**config.mk**
```make
export PLATFORM = sky130hd
export DESIGN_NAME = pe_array_instruction
export DESIGN_NICKNAME = d
export VERILOG_FILES = /design/src/rtl/pe_array_pkg.sv /design/src/rtl/pe_lane_issue.sv /design/src/rtl/pe_array_instruction.sv
export SDC_FILE = /design/constraint.sdc
export NUM_CORES = 1
export LEC_CHECK = 0
export ABC_CLOCK_PERIOD_IN_PS = 3400
export BUFFER_PORTS_ARGS = -buffer_cell sky130_fd_sc_hd__buf_2
export CAP_MARGIN = 5
export CORE_AREA = 2 2 140 142
export CTS_BUF_LIST = sky130_fd_sc_hd__clkbuf_16
export CTS_CLUSTER_DIAMETER = 80
export DETAILED_ROUTE_END_ITERATION = 10
export DIE_AREA = 0 0 142 144
export PLACE_DENSITY = 0.59
export SETUP_SLACK_MARGIN = 0.3
export SYNTH_ARGS = -nofsm -noshare
export SYNTH_HDL_FRONTEND = slang
export SYNTH_HIERARCHICAL = 1
export SYNTH_SLANG_ARGS = --single-unit
```
**constraint.sdc**
```tcl
create_clock -name clk -period 3.4 [get_ports clk]
set_input_delay 0.51 -clock clk [delete_from_list [all_inputs] [get_ports clk]]
set_output_delay 0.51 -clock clk [all_outputs]
set_load 0.02 [all_outputs]
```
**src/rtl/pe_array_pkg.sv**
```systemverilog
// pe_array_pkg: shared opcodes, FSM states and status-word layout for pe_array_instruction.
package pe_array_pkg;

    localparam logic [2:0] OpClear     = 3'd0;
    localparam logic [2:0] OpSendW     = 3'd1;
    localparam logic [2:0] OpSendI     = 3'd2;
    localparam logic [2:0] OpSendO     = 3'd3;
    localparam logic [2:0] OpGetResult = 3'd4;
    localparam logic [2:0] OpStatus    = 3'd5;

    typedef enum logic [1:0] {sIdle, sIssue, sWaitRes, sDone} peState;

    localparam int StatusErrBit     = 16;
    localparam int StatusTimeoutBit = 17;
    localparam int StatusCountLsb   = 24;
    localparam int StatusCountWidth = 8;

    localparam logic [31:0] TimeoutWord = 32'hDEAD_BEEF;

    function automatic logic isSend(input logic [2:0] op);
        return op == OpSendW || op == OpSendI || op == OpSendO;
    endfunction

endpackage

```
**src/rtl/pe_lane_issue.sv**
```systemverilog
// pe_lane_issue: per-lane pending mask for one send stream; lanes drop out as they handshake.
module pe_lane_issue
    import pe_array_pkg::*;
#(
    parameter int NumLanes = 4
) (
    input  logic                clk,
    input  logic                reset_n,
    input  logic                en,
    input  logic                load,
    input  logic [NumLanes-1:0] loadMask,
    input  logic                flush,
    input  logic [NumLanes-1:0] ack,
    output logic [NumLanes-1:0] pending,
    output logic                pendingEmpty
);

    logic [NumLanes-1:0] nextPending;

    assign nextPending  = pending & ~ack;
    // Empty as seen after this cycle's handshakes, so the FSM can leave ISSUE on the last one.
    assign pendingEmpty = ~|nextPending;

    always_ff @(posedge clk or negedge reset_n)
        if (!reset_n)
            pending <= '0;
        else if (en)
            pending <= flush ? '0 : load ? loadMask : nextPending;

endmodule

```
**src/rtl/pe_array_instruction.sv**
```systemverilog
// pe_array_instruction: Nios II multi-cycle custom instruction driving a row of PE lanes.
// Define PE_ARRAY_TIMEOUT_EN to abort stalled ISSUE/WAIT_RES after TimeoutCycles cycles.
module pe_array_instruction
    import pe_array_pkg::*;
#(
    parameter int DataWidth     = 32,
    parameter int NumLanes      = 4,
    parameter int LaneSelWidth  = 2,
    parameter int TimeoutCycles = 1024
) (
    input  logic                          clk,
    input  logic                          reset_n,
    input  logic                          clk_en,
    input  logic                          start,
    input  logic [2:0]                    n,
    input  logic [DataWidth-1:0]          dataa,
    input  logic [DataWidth-1:0]          datab,
    output logic                          done,
    output logic [DataWidth-1:0]          result,
    output logic [NumLanes-1:0]           w_valid,
    output logic [NumLanes-1:0]           i_valid,
    output logic [NumLanes-1:0]           o_valid,
    input  logic [NumLanes-1:0]           w_rdy,
    input  logic [NumLanes-1:0]           i_rdy,
    input  logic [NumLanes-1:0]           o_rdy,
    output logic [DataWidth-1:0]          w_data,
    output logic [DataWidth-1:0]          i_data,
    output logic [DataWidth-1:0]          o_data,
    input  logic [NumLanes-1:0]           res_valid,
    output logic [NumLanes-1:0]           res_rdy,
    input  logic [NumLanes*DataWidth-1:0] res_data,
    output logic                          lane_sclr
);

    peState                         state;
    logic [2:0]                     opReg;
    logic [DataWidth-1:0]           aReg;
    logic [NumLanes-1:0]            selMaskReg;
    logic                           doneReg;
    logic                           sclrReg;
    logic [DataWidth-1:0]           resultReg;
    logic                           errSticky;
    logic                           timeoutSticky;
    logic [StatusCountWidth-1:0]    opCount;

    logic [LaneSelWidth-1:0]        inSel;
    logic                           inBcast;
    logic [31:0]                    inSelWide;
    logic                           inBad;
    logic [NumLanes-1:0]            inMask;
    logic                           unusedDatab;

    logic [NumLanes-1:0]            pending;
    logic                           pendingEmpty;
    logic [NumLanes-1:0]            streamRdy;
    logic [NumLanes-1:0]            ack;
    logic                           inIssue;
    logic                           resHit;
    logic [DataWidth-1:0]           resWord;
    logic [DataWidth-1:0]           statusWord;
    logic                           timedOut;

    assign inSel       = datab[LaneSelWidth-1:0];
    assign inBcast     = datab[DataWidth-1];
    assign inSelWide   = 32'(inSel);
    assign inMask      = inBcast ? '1 : NumLanes'(1) << inSel;
    assign unusedDatab = ^datab[DataWidth-2:LaneSelWidth];
    // GET ignores the broadcast flag, so its lane select must always be in range.
    assign inBad       = n > OpStatus
                      || ((isSend(n) && !inBcast) || n == OpGetResult) && inSelWide >= NumLanes;

    assign inIssue   = state == sIssue;
    assign streamRdy = opReg == OpSendW ? w_rdy : opReg == OpSendI ? i_rdy : o_rdy;
    assign ack       = inIssue ? pending & streamRdy : '0;
    assign w_valid   = inIssue && opReg == OpSendW ? pending : '0;
    assign i_valid   = inIssue && opReg == OpSendI ? pending : '0;
    assign o_valid   = inIssue && opReg == OpSendO ? pending : '0;
    assign w_data    = aReg;
    assign i_data    = aReg;
    assign o_data    = aReg;
    assign res_rdy   = state == sWaitRes ? selMaskReg : '0;
    assign resHit    = |(res_valid & res_rdy);
    assign done      = doneReg;
    assign result    = resultReg;
    assign lane_sclr = sclrReg;

    always_comb begin
        resWord = '0;
        for (int k = 0; k < NumLanes; k++)
            if (selMaskReg[k]) resWord = res_data[k*DataWidth +: DataWidth];
    end

    always_comb begin
        statusWord = '0;
        statusWord[NumLanes-1:0] = res_valid;
        statusWord[StatusErrBit] = errSticky;
        statusWord[StatusTimeoutBit] = timeoutSticky;
        statusWord[StatusCountLsb +: StatusCountWidth] = opCount;
    end

`ifdef PE_ARRAY_TIMEOUT_EN
    localparam int ToWidth = $clog2(TimeoutCycles + 1);
    logic [ToWidth-1:0] toCnt;
    assign timedOut = toCnt == ToWidth'(TimeoutCycles);
    always_ff @(posedge clk or negedge reset_n)
        if (!reset_n)
            toCnt <= '0;
        else if (clk_en)
            toCnt <= (state == sIssue || state == sWaitRes) && !timedOut ? toCnt + 1'b1 : '0;
`else
    localparam int unusedTimeout = TimeoutCycles;
    assign timedOut = 1'b0;
`endif

    pe_lane_issue #(.NumLanes(NumLanes)) laneIssue (
        .clk          (clk),
        .reset_n      (reset_n),
        .en           (clk_en),
        .load         (state == sIdle && start && !inBad && isSend(n)),
        .loadMask     (inMask),
        .flush        (inIssue && timedOut && !pendingEmpty),
        .ack          (ack),
        .pending      (pending),
        .pendingEmpty (pendingEmpty)
    );

    always_ff @(posedge clk or negedge reset_n)
        if (!reset_n) begin
            state         <= sIdle;
            opReg         <= '0;
            aReg          <= '0;
            selMaskReg    <= '0;
            doneReg       <= 1'b0;
            sclrReg       <= 1'b0;
            resultReg     <= '0;
            errSticky     <= 1'b0;
            timeoutSticky <= 1'b0;
            opCount       <= '0;
        end else if (clk_en) begin
            doneReg   <= 1'b0;
            sclrReg   <= 1'b0;
            resultReg <= '0;
            case (state)
                sIdle:
                    if (start) begin
                        opReg      <= n;
                        aReg       <= dataa;
                        selMaskReg <= NumLanes'(1) << inSel;
                        if (inBad) begin
                            state     <= sDone;
                            doneReg   <= 1'b1;
                            errSticky <= 1'b1;
                        end else if (n == OpClear) begin
                            state         <= sDone;
                            doneReg       <= 1'b1;
                            sclrReg       <= 1'b1;
                            errSticky     <= 1'b0;
                            timeoutSticky <= 1'b0;
                            opCount       <= '0;
                        end else if (n == OpStatus) begin
                            state     <= sDone;
                            doneReg   <= 1'b1;
                            resultReg <= statusWord;
                        end else
                            state <= n == OpGetResult ? sWaitRes : sIssue;
                    end
                sIssue:
                    if (pendingEmpty) begin
                        state   <= sDone;
                        doneReg <= 1'b1;
                        opCount <= opCount + 1'b1;
                    end else if (timedOut) begin
                        state         <= sDone;
                        doneReg       <= 1'b1;
                        resultReg     <= DataWidth'(TimeoutWord);
                        timeoutSticky <= 1'b1;
                    end
                sWaitRes:
                    if (resHit) begin
                        state     <= sDone;
                        doneReg   <= 1'b1;
                        resultReg <= resWord;
                    end else if (timedOut) begin
                        state         <= sDone;
                        doneReg       <= 1'b1;
                        resultReg     <= DataWidth'(TimeoutWord);
                        timeoutSticky <= 1'b1;
                    end
                sDone:
                    state <= sIdle;
            endcase
        end

endmodule

```
==> flow_summary.toml <==
[global_routing]
overflow = 0
antenna_found_initial = 0
globalRouteTotalUtil_pct = 15.9
grt_pass1_wl_um = 25000
grt_max_degree = 73
first_global_vias = 4684

[clocking]
cts_sinks = 88
cts_max_path_buffers = 2
clock_latency_ns = 0.34
cts_tree = "done"
ctsHtreeMaxLevel = 3
numCtsBuffers = 9
path_clk_slew_ns = 0.07
cts_root_buf = "clkbuf_16"

[synth]
syn_avg_cell_area_um2 = 9.18
ys_warn_count = 6
netlist_area_um2 = 5450
synthFlopType = "dfrtp_1"
synth_top_area_cell = "dfrtp_1"
synth_edf_count = 0
synth.top_cell.area_share_pct = 40.4
ys_types = 45
synth_area_leaders = "dfrtp_1 40%, buf_4 8.8%, mux2_2 7.6%"
synthCells = 594
synth-seq-area-share_pct = 40.4
synth_seq_cells = 88
async_flop_share_pct = 100

[detailed_routing]
vias = 5224
wl_per_cell_um = 15.6
dr.pass1.iters = 4
drt_iter0_markers = 193
viasPerCell = 4.80
routed_wl_um = 17000
drc = 0
drt.antenna.violating_nets = 0

[die]
rows = 51
core_um2 = 19100
start_util_pct = 28.6
die_area_um2 = 20400
die_h_um = 144
die_x_um = 142
ioPinCount = 361

[power_and_ir_drop]
p_switching_w = 0.00283
internal_power_w = 0.00322
p_leak_nw = 3.72
p_per_area_nw_per_um2 = 846
switching_share_pct = 46.8
clock_power_share_pct = 15.0
p_comb_share_pct = 55.3
irDropWorstVdd_mv = 0.274
power_w = 0.00604
seqPwrFrac_pct = 29.7

[run_status]
status = "finished clean"

[critical_path]
critPathKind = "reg -> reg"
path_delay_family = "simple AND/OR/NAND/NOR gates"
crit_buf_inv = 1
slowest_stage = "or4_1"
endpoint_kind = "flop"
arrival_ns = 3.15
cp-start-kind = "flop"
cp_max_fo = 12
crit_chain = "or3b_4 -> a311oi_1 -> nor2b_1 -> nor4_2 -> nand2b_1 -> o2111ai_1 -> buf_4 -> or4_1 -> a21oi_1"
worstPathRequired_ns = 3.67
cpPeakStageDelay_ns = 0.50

[final_layout]
nets = 1065
fin_cells = 1088
post-route-util_pct = 37.4
final_cell_mix = "330 x buf_2, 86 x dfrtp_1, 58 x inv_1"
drive_gt1_share_pct = 47.3
fill_cells = 1949
final-seq-area_um2 = 2200
multi_input_area_um2 = 2410
antenna_cells = 0
final_common_cell = "buf_2"
syn_to_final_growth_pct = 30.9

[worst_hold_path]
hold_path_class = "in -> async"

[timing]
worstMarginPinSlew_ns = 0.958
slew_violations = 0
period_needed_ns = 2.88
layout_setup_ws_ns = 0.517
relSlewSlack_pct = 36.2
fmax_mhz = 347
setup-violations-final = 0
final.setup.tns_ns = 0
skew_ns = 0.00772
fin_crit_sh_pct = 84.8
rsz0062_at_grt = "false"
hold_viol = 0

[flow_run]
maxCapViolCount = 0

[placement]
dp_cells = 1072
finalWeightedCongestion = 0.795
hpwl_um = 13100
port_buffers = 331
dp_slack_ns = 0.363
==> power groups by stage <==
stage / combinational, W / clock [W] / sequential, W
floorplan: 0.00248 / 0 / 0.00201
global placement: 0.00335 / 0 / 0.00180
detailed placement: 0.00337 / 0 / 0.00181
CTS: 0.00337 / 0.000956 / 0.00179
global route: 0.00366 / 0.00101 / 0.00186
finish: 0.00334 / 0.000908 / 0.00179
==> timing repair <==
item,4_1_cts,5_1_grt
hold buffers,0,0
buffers inserted,0,0
setup endpoints to repair,0,2
gates resized for setup,0,3
==> Yosys cell counts (all sizes together) (2+ instances only) <==
cell type  instances
and2               8
clkbuf            32
or3                4
nor2              18
inv               57
a221o             36
buf               74
ha                 5
and4b              6
nor4               2
mux2              37
or3b               2
o22a               2
and3               2
o21ai             21
nand2             31
dfrtp             88
o31ai              2
a22oi             34
a21oi             55
nand3              7
nand4              2
a31oi              2
o22ai             20
nand2b             8
a311oi             4
nor3               3
nor2b             19
==> worst paths after layout <==
check | from | end | slack, ns | cells past startpoint
max reg2reg | opReg[1]$_DFFE_PN0P_ | opCount[6]$_DFFE_PN0P_ | 0.52 | 9
min | reset_n | result[3]$_DFFE_PN0P_ | 0.31 | 1
min reg2reg | result[19]$_DFFE_PN0P_ | result[19]$_DFFE_PN0P_ | 0.53 | 2
max in group asynchronous | reset_n | opCount[0]$_DFFE_PN0P_ | 2.27 | 2
min in group clk | dataa[10] | i_data[10]$_DFFE_PN0P_ | 0.40 | 2
max | opReg[1]$_DFFE_PN0P_ | opCount[6]$_DFFE_PN0P_ | 0.52 | 9
==> logic make-up after synthesis <==
family / share of synthesized area, %
compound gates: 22.9
buf+inv: 15.9
simple gates: 11.7
flops: 40.4
mux: 7.82
fa+ha+maj: 1.15
other cells: 0.0688
==> layer usage <==
metal  GRT usage (%)  up-vias  wire (µm)
li1                -     2563          -
met1            20.0     2415       7210
met2            27.5      231       8540
met3            2.81       15        964
met4            5.37        0        252
met5               0        -          0
==> state kept, by name (all words and copies together) (netlist names), 2 cells and up <==
register           count
i_data                32
result                32
opCount                8
laneIssue/pending      4
selMaskReg             4
opReg                  3
state                  2
==> stage by stage <==
stage          cell area (µm²)  hold slack (ns)
2_1_floorplan             5470            0.214
3_3_place_gp              6860            0.512
3_5_place_dp              6860            0.517
4_1_cts                   7120            0.349
5_1_grt                   7140            0.378
6_report                  7140            0.310
==> final cells by class <==
cell class | instances | share of cell area, %
multi-input cells | 347 | 33.8
flip-flops and latches | 88 | 30.9
repair buffers | 342 | 24.4
well taps | 238 | 4.17
clock buffers | 9 | 3.16
inverters | 57 | 3.00
clock inverters | 7 | 0.561
==> worst reg2reg max path, cell delays in order (launching register included) <==
cell	delay [ns]
dfrtp_1	0.42
or3b_4	0.48
a311oi_1	0.26
nor2b_1	0.12
nor4_2	0.37
nand2b_1	0.21
o2111ai_1	0.11
buf_4	0.19
or4_1	0.50
a21oi_1	0.15
(Power assumes the default switching activity.)
